**src/rtl/dm_lsu.sv**
```systemverilog
// Load/store unit between the core and the data memory: range/type checks, single-beat
// aligned accesses, byte-split misaligned accesses, and a registered response.
module dm_lsu #(
    parameter int unsigned MEM_BYTES        = 8192,
    parameter bit          ALLOW_MISALIGNED = 1'b1
) (
    input  logic        clk,
    input  logic        rst_n,
    input  logic        req_valid,
    input  logic        req_we,
    input  logic [2:0]  req_ctrl,
    input  logic [31:0] req_addr,
    input  logic [31:0] req_wdata,
    output logic        req_ready,
    output logic        rsp_valid,
    output logic [31:0] rsp_rdata,
    output logic        rsp_fault,
    output logic        dm_we,
    output logic [2:0]  dm_ctrl,
    output logic [31:0] dm_addr,
    output logic [31:0] dm_wdata,
    input  logic [31:0] dm_rdata
);

    typedef enum logic {IDLE = 1'b0, SPLIT = 1'b1} state_t;

    state_t      state, state_nxt;
    logic [1:0]  idx;
    logic [31:0] byte_buf;
    logic [31:0] base_q;
    logic [31:0] wdata_q;
    logic [2:0]  ctrl_q;
    logic        we_q;

    logic [2:0]  req_size;
    logic [32:0] end_addr;
    logic        ctrl_bad, oob, misaligned, fault;
    logic        accept, go_direct, go_split;
    logic [1:0]  last_idx;
    logic        last_beat;
    logic [4:0]  bsel;
    logic [31:0] assembled, ext_data;
    logic        we_int;

    always_comb begin
        case (req_ctrl[1:0])
            2'b00:   req_size = 3'd1;
            2'b01:   req_size = 3'd2;
            default: req_size = 3'd4;
        endcase
    end

    // End address computed one bit wider so addresses near 2^32 cannot wrap into range
    assign end_addr   = {1'b0, req_addr} + {30'd0, req_size} - 33'd1;
    assign oob        = end_addr >= 33'(MEM_BYTES);
    assign ctrl_bad   = (req_ctrl[1:0] == 2'b11) || (req_ctrl[2] && req_ctrl[1]) ||
                        (req_we && req_ctrl[2]);
    assign misaligned = ((req_ctrl[1:0] == 2'b01) && req_addr[0]) ||
                        ((req_ctrl[1:0] == 2'b10) && (req_addr[1:0] != 2'b00));
    assign fault      = ctrl_bad || oob || (misaligned && !ALLOW_MISALIGNED);

    assign accept    = (state == IDLE) && req_valid;
    assign go_direct = accept && !fault && !misaligned;
    assign go_split  = accept && !fault && misaligned;

    assign last_idx  = (ctrl_q[1:0] == 2'b01) ? 2'd1 : 2'd3;
    assign last_beat = (state == SPLIT) && (idx == last_idx);
    assign bsel      = {idx, 3'b000};

    // Final byte arrives on the last beat, so merge it before extension
    always_comb begin
        assembled             = byte_buf;
        assembled[bsel +: 8]  = dm_rdata[7:0];
    end

    always_comb begin
        case (ctrl_q)
            3'b001:  ext_data = {{16{assembled[15]}}, assembled[15:0]};
            3'b101:  ext_data = {16'd0, assembled[15:0]};
            default: ext_data = assembled;
        endcase
    end

    // FSM state register
    always_ff @(posedge clk or negedge rst_n) begin
        if (!rst_n) state <= IDLE;
        else        state <= state_nxt;
    end

    // FSM next state
    always_comb begin
        state_nxt = state;
        case (state)
            IDLE:    if (go_split)  state_nxt = SPLIT;
            SPLIT:   if (last_beat) state_nxt = IDLE;
            default: state_nxt = IDLE;
        endcase
    end

    // FSM outputs: dm port and ready
    always_comb begin
        req_ready = (state == IDLE);
        we_int    = 1'b0;
        dm_ctrl   = 3'b010;
        dm_addr   = 32'd0;
        dm_wdata  = 32'd0;
        if (go_direct) begin
            we_int   = req_we;
            dm_ctrl  = req_ctrl;
            dm_addr  = req_addr;
            dm_wdata = req_wdata;
        end else if (state == SPLIT) begin
            we_int   = we_q;
            dm_ctrl  = we_q ? 3'b000 : 3'b100;
            dm_addr  = base_q + {30'd0, idx};
            dm_wdata = {24'd0, wdata_q[bsel +: 8]};
        end
        dm_we = we_int && rst_n;
    end

    always_ff @(posedge clk or negedge rst_n) begin
        if (!rst_n) begin
            idx       <= 2'd0;
            byte_buf  <= 32'd0;
            base_q    <= 32'd0;
            wdata_q   <= 32'd0;
            ctrl_q    <= 3'd0;
            we_q      <= 1'b0;
            rsp_valid <= 1'b0;
            rsp_rdata <= 32'd0;
            rsp_fault <= 1'b0;
        end else begin
            rsp_valid <= 1'b0;
            rsp_fault <= 1'b0;
            if (accept) begin
                if (fault) begin
                    rsp_valid <= 1'b1;
                    rsp_fault <= 1'b1;
                    rsp_rdata <= 32'd0;
                end else if (misaligned) begin
                    base_q   <= req_addr;
                    ctrl_q   <= req_ctrl;
                    we_q     <= req_we;
                    wdata_q  <= req_wdata;
                    idx      <= 2'd0;
                    byte_buf <= 32'd0;
                end else begin
                    rsp_valid <= 1'b1;
                    rsp_rdata <= req_we ? 32'd0 : dm_rdata;
                end
            end else if (state == SPLIT) begin
                idx <= idx + 2'd1;
                if (!we_q) byte_buf <= assembled;
                if (last_beat) begin
                    idx       <= 2'd0;
                    rsp_valid <= 1'b1;
                    rsp_rdata <= we_q ? 32'd0 : ext_data;
                end
            end
        end
    end

endmodule

```
**config.mk**
```make
export PLATFORM = sky130hd
export DESIGN_NAME = dm_lsu
export DESIGN_NICKNAME = d
export VERILOG_FILES = /design/src/rtl/dm_lsu.sv
export SDC_FILE = /design/constraint.sdc
export NUM_CORES = 1
export LEC_CHECK = 0
export CAP_MARGIN = 30
export CORE_MARGIN = 2
export CORE_UTILIZATION = 57
export CTS_CLUSTER_DIAMETER = 120
export DETAILED_ROUTE_END_ITERATION = 16
export HOLD_SLACK_MARGIN = 0.08
export PLACE_DENSITY = 0.87
export SLEW_MARGIN = 5
export SYNTH_ARGS = -nofsm -noshare
export SYNTH_HDL_FRONTEND = slang
export SYNTH_SLANG_ARGS = --single-unit
```
**constraint.sdc**
```tcl
create_clock -name clk -period 9.19 [get_ports clk]
set_input_delay 0.919 -clock clk [delete_from_list [all_inputs] [get_ports clk]]
set_output_delay 0.919 -clock clk [all_outputs]
set_load 0.03 [all_outputs]
```
==> flow_summary.toml, run 1 <==
[clock_tree]
clk_latency_ns = 0.44
clk_path_buf_depth = 2
holdBufCountCts = 0
cts_buffers = 17
cts_htree_levels = 4
cts_tree = "built"
cts_sinks = 137
cts_setup_buffers = 0
cts_resized = 0
root_buffer = "clkbuf_16"
clkTransAtPathRegs_ns = 0.06

[timing]
min_period_ns = 7.70
finalClockSkew_ns = 0.0126
relSlewSlack = 0.372
rsz0062_at_grt = "false"
fin_setup_tns_ns = 0
finalHoldViolCount = 0
finalSetupViolCount = 0
worst_slack_ns = 1.49
fin_crit_sh = 0.838
worst_pin_slew_ns = 0.935
final_max_slew_viol_count = 0
timing.fmax_ghz = 0.130

[yosys]
ys_seq_elements = 137
synth_top_area_share = 0.328
synth_common_cells = "137 x dfrtp_1, 107 x inv_1, 92 x o21ai_0, 84 x a21oi_1, 72 x nand2_1"
yosysSeqAreaShare = 0.328
yosysWarnings = 0
synth.largest_area_cell = "dfrtp_1"
synth_edf_count = 0
async_reset_ff_frac = 1.00
synth_cells = 1190
syn-num-nets = 1336
synth_most_common_cell = "dfrtp_1"
syn_avg_cell_area_um2 = 8.78
ys.flop_type = "dfrtp_1"
syn-cell-area_um2 = 10500
synth_area_leaders = "dfrtp_1 33%, ha_1 4.9%, mux2_2 4.7%, o21ai_0 4.4%, a21oi_1 4.0%"
ys_types = 87

[global_routing]
grt_first_pass_wirelength_um = 51000
grt_use_total = 0.323
first_global_vias = 9908
antenna_found_initial = 1
grt_max_degree = 72
grt_overflow = 0

[place]
portBuffers = 205
place_ws_ns = 1.54
place_hpwl_um = 23000
gp_congestion = 0.924
dpl_cell_area_um2 = 12500

[die]
die-area_um2 = 19400
rows = 49
die_x_um = 139
coreArea_um2 = 18000
pin_count = 206
start_util = 0.582
fp.dieH_um = 139

[pwr]
p_leak_nw = 5.96
p_total_w = 0.00172
power_density_nw_per_um2 = 131
ir_drop_uv = 131

[final_layout]
syn2layout_area_growth_pct = 26.0
fin_util = 0.733
design_area_um2 = 13200
num-nets-final = 1494
final_layout_size_suffix_gt1_frac = 0.105

[setup_path]
setup.worst_path.class = "in -> out"
path_buf_inv = 5
worstPathCellList = "clkdlybuf4s50_1, or2_2, ha_1, inv_1, ha_1, inv_1, fa_1, nand2b_1, a21o_1, a21oi_4, a21boi_1, o21bai_1, mux2_2, a2111oi_0, nand4_1, nor2_4, buf_4, a22o_1, clkdlybuf4s50_1"
cp_max_fo = 39
critPathLaunchType = "primary input"
cp.required_ns = 8.27
crit_family = "buffers and inverters"
cp-end-kind = "primary output"
cpMaxStageDelayCell = "clkdlybuf4s50_1"
slowest_delay_ns = 0.69
critPathArrivalTime_ns = 6.78

[route]
vias_per_cell = 6.33
drt-initial-drc-count = 816
num_vias = 10100
wl_per_cell_um = 20.0
drtPass1Iterations = 6
finalWirelength_um = 31900
drtAntennaViolNets = 0
drc = 0

[flow_run]
drv_cap = 0

[min_path]
hold_class = "in -> async"

[run_status]
status = "complete, no violations"
## layer usage
| layer | global-route usage | wire [um] |
|---|---|---|
| met1 | 0.401 | 12900 |
| met2 | 0.554 | 15700 |
| met3 | 0.0585 | 2040 |
| met4 | 0.136 | 1190 |
| met5 | 0 | 0 |
## cell families (layout without fill, tap and decap cells)
| logic type | count (synthesis) | count (layout) | synth area share |
|---|---|---|---|
| compound gates | 404 | 404 | 0.252 |
| other cells | 0 | 1 | 0 |
| buf+inv | 188 | 359 | 0.0767 |
| simple gates | 294 | 294 | 0.149 |
| mux | 84 | 84 | 0.107 |
| fa+ha+maj | 43 | 43 | 0.0529 |
| xor+xnor | 40 | 40 | 0.0335 |
| flops | 137 | 137 | 0.328 |
## flip-flops by register name, indices dropped and copies added, names as in the netlist, 2 cells and up
name / count
ctrl_q: 3
byte_buf: 32
rsp_rdata: 32
idx: 2
wdata_q: 32
base_q: 32
## placed cells by master, fill, tap and decap left out, types with 5 or more instances in the layout
master and count:
a211oi_1 9, a21o_1 15, a21oi_1 84, a22o_1 40
a22oi_1 10, a32o_1 8, and2_1 28, and3_1 11
and4_1 7, buf_4 11, clkbuf_16 17, clkdlybuf4s50_1 204
dfrtp_1 136, ha_1 41, inv_1 107, inv_6 5
mux2_2 44, mux2_4 25, mux2i_1 5, mux4_2 8
nand2_1 72, nand2b_1 6, nand3_1 16, nand3b_1 6
nand4_1 20, nor2_1 48, nor2b_1 13, nor3_1 30
nor3b_1 5, nor4_1 9, o211ai_1 10, o21a_1 6
o21ai_0 92, o21ai_1 30, o22ai_1 36, o31ai_1 18
or3_1 6, xnor2_1 21, xor2_1 19
## metrics by stage
step                      hold slack, ns  cells
final                              0.493   1591
after detailed placement           0.474   1557
after floorplan                    0.453   1190
after CTS                          0.500   1589
after global routing               0.515   1590
after global placement             0.468   1553
## where the power goes
part | switching, W | internal [W] | leakage [nW]
logic | 0.000227 | 0.000161 | 3.92
clock network | 0.000319 | 0.000389 | 0.289
registers | 0.00000753 | 0.000618 | 1.75
## final cells by class
type                       instances  area (um^2)
inverter                         107          402
tap                              229          287
sequential                       137         3430
antenna                            1         2.50
clock buffer                      17          425
fill                            1328         4790
clock inverter                    15          175
multi-input combinational        865         6230
timing repair buffer             220         2220
## path summary, 6_finish.rpt
| path | slack, ns | endpoint | cells after the start | start |
|---|---|---|---|---|
| max in group asynchronous | 7.34 | base_q[25] | 2 | rst_n |
| worst min register to register | 0.51 | rsp_rdata[31] | 1 | rsp_rdata[31] |
| worst max-delay path | 1.49 | dm_wdata[0] | 19 | req_ctrl[0] |
| worst min-delay path | 0.49 | rsp_rdata[6] | 1 | rst_n |
| worst max register to register | 5.63 | rsp_rdata[27] | 9 | idx[0] |
| min in group clk | 0.51 | rsp_rdata[31] | 1 | rsp_rdata[31] |
No activity file was read; power rests on OpenSTA's default activity.
==> inputs of run 2 (changes only) <==
CORE_UTILIZATION = 53   (was 57)
PLACE_DENSITY = 0.82   (was 0.87)
clock period = 7.1 ns   (was 9.19 ns; I/O delays follow)
==> run 2 against run 1 <==
- clock power increased by 37%
- design area fell by 0.27%
- worst hold slack got worse by 0.20 ns
- sequential share of layout area increased by 0.069 points
- clock-buffer cell count stayed put
- core utilization shrank 5.6 points
- combinational power rose by 31%
- clock skew decreased by 0.0020 ns
- die area is 7.3% higher
- register-to-register slack worse by 1.9 ns
- total power up 33%
- first-iteration DRC count up 13%
- critical endpoint is now dm_addr[29]
- largest cell class unchanged
- largest power group unchanged
- highest routed layer unchanged
==> flow_summary.toml, run 2 (synthesis results as in run 1) <==
[route]
finalWirelength_um = 31200
drtAntennaViolNets = 0
drtPass1Iterations = 5
vias_per_cell = 6.10
drt-initial-drc-count = 922
num_vias = 9957
wl_per_cell_um = 19.1
drc = 0

[setup_path]
timing.rr.start = "idx[0]"
cpMaxStageDelayCell = "clkdlybuf4s50_1"
worstPathCellList = "clkdlybuf4s50_1, or2_2, ha_1, inv_1, ha_1, inv_1, fa_1, nand2b_1, a21o_1, a21oi_4, a21boi_1, o21bai_1, mux2_2, a2111oi_0, nand4_1, nor2_4, buf_12, a22o_1, buf_4"
cp-end-kind = "primary output"
critPathLaunchType = "primary input"
r2r_end = "rsp_rdata[27]"
cp_max_fo = 66
critPathArrivalTime_ns = 5.78
cp.required_ns = 6.39
slowest_delay_ns = 0.53
rrSetupSlack_ns = 3.76
r2r_cells = 9
setup.worst_path.class = "in -> out"

[die]
coreArea_um2 = 19400
fp.dieH_um = 144
die-area_um2 = 20900
start_util = 0.539
pin_count = 206
rows = 51
die_x_um = 144

[clock_tree]
cts_sinks = 137
clk_path_buf_depth = 2
cts_resized = 0
clkTransAtPathRegs_ns = 0.06
cts_htree_levels = 4
cts_tree = "built"
clk_latency_ns = 0.44
cts_setup_buffers = 0
cts_buffers = 17
root_buffer = "clkbuf_16"
holdBufCountCts = 0

[timing]
finalSetupViolCount = 0
final_max_slew_viol_count = 0
fin_crit_sh = 0.913
finalClockSkew_ns = 0.0106
timing.fmax_ghz = 0.154
worst_pin_slew_ns = 0.945
fin_setup_tns_ns = 0
finalHoldViolCount = 0
min_period_ns = 6.49
rsz0062_at_grt = "false"
relSlewSlack = 0.365
worst_slack_ns = 0.615

[place]
gp_congestion = 0.931
portBuffers = 205
dpl_cell_area_um2 = 12500
place_hpwl_um = 22400
place_ws_ns = 0.686

[final_layout]
fin_util = 0.677
design_area_um2 = 13100
num-nets-final = 1498
final_layout_size_suffix_gt1_frac = 0.156
mostFrequentLayoutCells = "138 x clkdlybuf4s50_1, 136 x dfrtp_1, 107 x inv_1, 92 x o21ai_0, 84 x a21oi_1"
layout_commonest_cell = "clkdlybuf4s50_1"
syn2layout_area_growth_pct = 25.7

[global_routing]
grt_use_total = 0.293
first_global_vias = 9350
grt_max_degree = 74
grt_overflow = 0
antenna_found_initial = 1
grt_first_pass_wirelength_um = 48400

[pwr]
p_leak_nw = 6.13
power_density_nw_per_um2 = 174
ir_drop_uv = 187
p_total_w = 0.00229

[flow_run]
drv_cap = 0

[min_path]
hold_class = "in -> async"

[run_status]
status = "complete, no violations"
run 2: report_power, final:
| part | internal [W] | switching, W |
|---|---|---|
| clock | 0.000568 | 0.000405 |
| combinational | 0.000211 | 0.000296 |
| sequential | 0.000801 | 0.00000954 |
run 2: stage by stage:
stage	instances	hold slack, ns
floorplan	1190	0.414
global placement	1594	0.468
detailed placement	1596	0.477
CTS	1628	0.308
global route	1631	0.342
finish	1631	0.294
run 2: worst max-delay path, delay by kind of cell:
kind / cells / cell delay (ns)
AOI/OAI and AO/OA: 6 / 1.51
adders and majority gates: 3 / 0.84
buffers and inverters: 5 / 1.11
muxes: 1 / 0.38
and+or+nand+nor: 4 / 1.16
run 2: how the worst max path moves through the flow:
stage	from	endpoint	slack [ns]	depth (start not counted)
after floorplan	req_ctrl[0]	dm_we	1.86	16
after global placement	req_ctrl[0]	dm_we	0.84	18
after detailed placement	req_ctrl[0]	dm_we	0.69	18
after CTS	req_ctrl[0]	dm_we	0.65	18
after global routing	req_ctrl[1]	dm_we	0.39	19
final	req_ctrl[0]	dm_addr[29]	0.61	19
run 2: final cells by class:
| class | instances | area [um^2] |
|---|---|---|
| fill | 1589 | 6260 |
| multi-input combinational | 865 | 6230 |
| sequential | 137 | 3430 |
| timing repair buffer | 224 | 2110 |
| clock buffer | 17 | 425 |
| inverter | 107 | 402 |
| tap | 265 | 332 |
| clock inverter | 15 | 205 |
| antenna | 1 | 2.50 |
run 2: per-layer routing:
layer	vias to the layer above	GRT usage	share of wire
li1	4672	-	-
met1	4824	0.400	0.43
met2	396	0.479	0.48
met3	65	0.0430	0.067
met4	0	0.102	0.025
met5	-	0	0
==> inputs of run 3 (changes only) <==
CORE_MARGIN = 5   (was 2)
CORE_UTILIZATION = 54   (was 53)
CTS_BUF_LIST = sky130_fd_sc_hd__clkbuf_8   (was unset)
GPL_ROUTABILITY_DRIVEN = 0   (was unset)
PLACE_DENSITY = 0.83   (was 0.82)
==> run 3 against run 2 <==
- combinational power decreased by 1%
- via count shrank 1.1%
- routed wire length down 2.9%
- core utilization increased by 0.48 points
- clock skew increased by 0.0036 ns
- clock power shrank 32%
==> flow_summary.toml, run 3 (synthesis results as in run 1) <==
[pwr]
p_total_w = 0.00197
ir_drop_uv = 111
p_leak_nw = 6.02
power_density_nw_per_um2 = 153

[global_routing]
grt_overflow = 0
antenna_found_initial = 1
grt_max_degree = 75
first_global_vias = 9556
grt_use_total = 0.268
grt_first_pass_wirelength_um = 49100

[die]
die-area_um2 = 22200
die_x_um = 149
rows = 50
coreArea_um2 = 18900
pin_count = 206
fp.dieH_um = 149
start_util = 0.553

[setup_path]
critPathArrivalTime_ns = 5.92
cp_max_fo = 7
setup.worst_path.class = "in -> out"
cp-end-kind = "primary output"
worstPathCellList = "clkdlybuf4s50_1, or2_2, ha_1, inv_1, ha_1, inv_1, fa_1, nand2b_1, a21o_1, a21oi_4, a21boi_1, o311ai_0, nand4_1, nor4_4, and4_1, nand4_1, a21boi_0, clkdlybuf4s50_1"
cpMaxStageDelayCell = "clkdlybuf4s50_1"
slowest_delay_ns = 0.77
cp.required_ns = 6.39
critPathLaunchType = "primary input"

[timing]
finalSetupViolCount = 0
finalHoldViolCount = 0
worst_pin_slew_ns = 0.967
whs_ns = 0.245
timing.fmax_ghz = 0.151
rsz0062_at_grt = "false"
final_max_slew_viol_count = 0
relSlewSlack = 0.350
min_period_ns = 6.63
finalClockSkew_ns = 0.0142
fin_crit_sh = 0.934
fin_setup_tns_ns = 0

[place]
dpl_cell_area_um2 = 12400
placed_cells = 1589
portBuffers = 205
place_hpwl_um = 22200

[route]
finalWirelength_um = 30300
drc = 0
drt-initial-drc-count = 751
drtPass1Iterations = 5
vias_per_cell = 6.06
num_vias = 9844
drtAntennaViolNets = 0
wl_per_cell_um = 18.6

[clock_tree]
cts_resized = 0
holdBufCountCts = 0
cts_sinks = 137
cts_setup_buffers = 0
cts_buffers = 17
clk_latency_ns = 0.46
clkTransAtPathRegs_ns = 0.09
cts_tree = "built"
root_buffer = "clkbuf_8"
cts_htree_levels = 4
clk_path_buf_depth = 2

[final_layout]
final_layout_size_suffix_gt1_frac = 0.155
multi_input_area_um2 = 6230
mostFrequentLayoutCells = "138 x clkdlybuf4s50_1, 136 x dfrtp_1, 107 x inv_1, 92 x o21ai_0, 84 x a21oi_1"
fillCellCount = 1540
num-nets-final = 1496
layout_commonest_cell = "clkdlybuf4s50_1"
regArea_um2 = 3430
final_cells = 1624
syn2layout_area_growth_pct = 23.3
design_area_um2 = 12900

[run_status]
status = "complete, no violations"

[min_path]
hold_class = "in -> async"

[flow_run]
drv_cap = 0
-- run 3: path summary, 6_finish.rpt --
kind,depth (start not counted),end,slack [ns],from
setup / recovery,18,dm_we,0.47,req_ctrl[0]
hold / removal,1,byte_buf[13],0.25,rst_n
setup reg to reg,9,rsp_rdata[27],3.82,idx[0]
hold reg to reg,1,wdata_q[5],0.49,wdata_q[5]
max in group asynchronous,3,wdata_q[25],5.76,rst_n
min in group clk,1,wdata_q[5],0.49,wdata_q[5]
-- run 3: per-stage QoR --
step / setup slack, ns / util
detailed placement: 0.543 / 0.659
global placement: 0.663 / 0.657
CTS: 0.531 / 0.679
floorplan: 1.86 / -
global route: 0.131 / 0.682
finish: 0.468 / 0.682
-- run 3: layout make-up --
type	count	share of cell area
clock buffer	19	0.0203
tap	260	0.0252
antenna	1	0.000194
multi-input combinational	865	0.483
inverter	107	0.0312
timing repair buffer	222	0.163
sequential	137	0.266
clock inverter	13	0.0104
-- run 3: per-layer routing --
| metal | track usage | up-vias | share of wire |
|---|---|---|---|
| met4 | 0.0787 | 0 | 0.021 |
| met5 | 0 | - | 0 |
| met2 | 0.427 | 377 | 0.46 |
| li1 | - | 4683 | - |
| met3 | 0.0407 | 50 | 0.062 |
| met1 | 0.378 | 4734 | 0.45 |
-- run 3: worst max-delay path, delay by kind of cell --
kind                     cells  cell delay [ns]
AO/OA/AOI/OAI                5             1.50
AND/OR/NAND/NOR              6             1.47
buffers and inverters        4             1.42
adder cells (fa/ha/maj)      3             0.81
-- run 3: power breakdown --
group | internal [W] | total, W | switching, W | leakage, nW
logic | 0.000210 | 0.000500 | 0.000290 | 4.07
clock network | 0.000305 | 0.000658 | 0.000353 | 0.197
registers | 0.000800 | 0.000809 | 0.00000955 | 1.75
total | 0.00131 | 0.00197 | 0.000653 | 6.02
==> patch, RTL diff (flow settings as in run 2) <==
Make the reset (`rst_n`) synchronous in 2 clocked blocks.
--- a/src/rtl/dm_lsu.sv
+++ b/src/rtl/dm_lsu.sv
@@ -82,7 +82,7 @@
     end
 
     // FSM state register
-    always_ff @(posedge clk or negedge rst_n) begin
+    always_ff @(posedge clk) begin
         if (!rst_n) state <= IDLE;
         else        state <= state_nxt;
     end
@@ -118,7 +118,7 @@
         dm_we = we_int && rst_n;
     end
 
-    always_ff @(posedge clk or negedge rst_n) begin
+    always_ff @(posedge clk) begin
         if (!rst_n) begin
             idx       <= 2'd0;
             byte_buf  <= 32'd0;
Formal check against the unedited RTL: differs if rst_n is asserted again (counterexample within 4 cycles, from zero or initial values and one cycle with rst_n low); with rst_n held inactive, the same outputs for 4 cycles.
==> patch against run 2 <==
  * Sequential cell count unchanged
  * Count of clock-buffer cells in the layout increased by 2
  * Non-clock buffer count decreased by 2
  * Clock power decreased by 6.1%
  * Die area decreased by 9.5%
  * Final cell count decreased by 4.2%
  * Worst setup slack got worse by 130 ps
  * Utilization increased by 2.4 points
  * Total power decreased by 9.1%
  * Cell area decreased by 7.3%
  * Routed wire length decreased by 14%
  * Critical path depth increased by 2
  * Fmax decreased by 1.9%
  * Area after synthesis decreased by 9.8%
  * Critical path type unchanged
  * Largest cell class unchanged
==> patch: results (changes against run 2) <==
* Max H-tree Level at 4 (unchanged)
* Outcome: completed (unchanged)
* Synth top area cells: dfxtp_1 (29%), mux2i_1 (7.6%), nor2_1 (6.3%) (was dfrtp_1 (33%), ha_1 (4.9%), mux2_2 (4.7%))
* Met1 Resource Use GR at 40.4% (was 40.0%)
* WL met1 at 12,500 um (was 13,300 um)
* Clock skew at 8.96 ps (was 10.6 ps)
* Worst VDD drop at 0.000185 V (was 0.000187 V)
* Inverters excl. clock at 54 (was 107)
* Number of multi-input logic gates at 891 (was 865)
* Worst EP arrival at 5900 ps (was 5780 ps)
* Fill count at 1,420 (was 1,589)
* Async S/R FF share, synth at 0% (was 100%)
* CLK BUF at 19 (was 17)
* Comb power frac at 18.4% (was 22.1%)
* Switching power at 0.602 mW (was 0.710 mW)
* Post-Synthesis Net Count at 1,305 (was 1,336)
* FF+latch area at 2740 um^2 (was 3430 um^2)
* First-pass GRT wire length at 43,400 um (was 48,400 um)
* Non-clock buffering overhead at 18.2% (was 16.1%)
* Non-clk bufs at 222 (was 224)
* Clock network power share at 43.9% (was 42.5%)
* Top Family by Delay on Critical Path: buffers and inverters (was compound AO/OA/AOI/OAI gates)
* Slew HR at 36.7% (was 36.5%)
* Post-Route WL at 26,900 um (was 31,200 um)
* M2 GR Usage at 45.1% (was 47.9%)
* Met2 Wirelength at 12,200 um (was 15,100 um)
* Final RePlAce weighted congestion at 0.901 (was 0.931)
* Vias in the first global route at 8,496 (was 9,350)
* FFs & Latches at 137 (unchanged)
* Iter 0 DRT Violations at 795 (was 922)
* Vias at 9,250 (was 9,957)
* Unique cell type count in the Yosys netlist at 73 (was 87)
* Synth top cells by count: nor2_1 (158), dfxtp_1 (137), nand2_1 (120) (was dfrtp_1 (137), inv_1 (107), o21ai_0 (92))
* Fraction of area in multi-input gates at 50.3% (was 47.4%)
* CP Max Fanout at 22 (was 66)
* Met3 usage at 4.19% (was 4.30%)
* Leak at 4.39 nW (was 6.13 nW)
* Worst path max stage delay at 700 ps (was 530 ps)
* Hold Path Class: reg2reg (was in2async)
* Largest net degree at the start of global routing at 68 (was 74)
* Hpwl dp at 19,600 um (was 22,400 um)
* Clock-cell share at 4.93% (was 4.80%)
* Met3 WL at 1730 um (was 2080 um)
* Global-route usage over all layers at 28.7% (was 29.3%)
==> patch: changes by cell type after synthesis, sizes merged, moves of 19 or more <==
cell / run 2 / this run
dfxtp: 0 / 137
mux2: 71 / 0
dfrtp: 137 / 0
a32o: 8 / 27
a221oi: 1 / 32
nand2: 73 / 121
o21ai: 123 / 59
o22ai: 36 / 2
a22o: 40 / 18
nor2: 50 / 158
inv: 107 / 53
mux2i: 5 / 72
==> patch: worst reg2reg max path, cell delays in order, from the launching register on <==
cell and delay, ps:
dfxtp_1 770, inv_1 230, ha_1 390, nand2_1 120
nor3_1 50, buf_4 180, a21oi_1 290, nor2_1 70
o21bai_1 320, buf_4 270, a31oi_1 80, a21oi_1 230
a221oi_2 90
==> patch: stage by stage <==
stage                     setup slack, ps  instance area, um^2  std cells  hold WS (ps)  power, mW
after floorplan                      1890                 9430       1159           451       1.03
after global placement                702                11500       1525           468       1.17
after detailed placement              560                11600       1527           475       1.18
after CTS                             539                12200       1559           490       2.08
after global routing                  168                12200       1562           501       2.15
final                                 487                12200       1562           490       2.08
==> patch: worst paths after layout <==
check / start / endpoint / slack, ps / depth (start not counted)
hold / removal: byte_buf[8]$_SDFFE_PN0P_ / byte_buf[8]$_SDFFE_PN0P_ / 490 / 1
setup reg to reg: idx[1]$_SDFFE_PN0P_ / rsp_rdata[23]$_SDFFE_PN0P_ / 3870 / 12
hold reg to reg: byte_buf[8]$_SDFFE_PN0P_ / byte_buf[8]$_SDFFE_PN0P_ / 490 / 1
setup / recovery: req_ctrl[1] / dm_we / 490 / 21
==> patch: cell families after synthesis <==
kind of cell,after synthesis,synth area share (%)
xor+xnor,41,3.81
compound gates,315,25.3
simple gates,412,20.2
fa+ha+maj,43,5.87
flops,137,29.1
buf+inv,131,6.17
mux,80,9.55
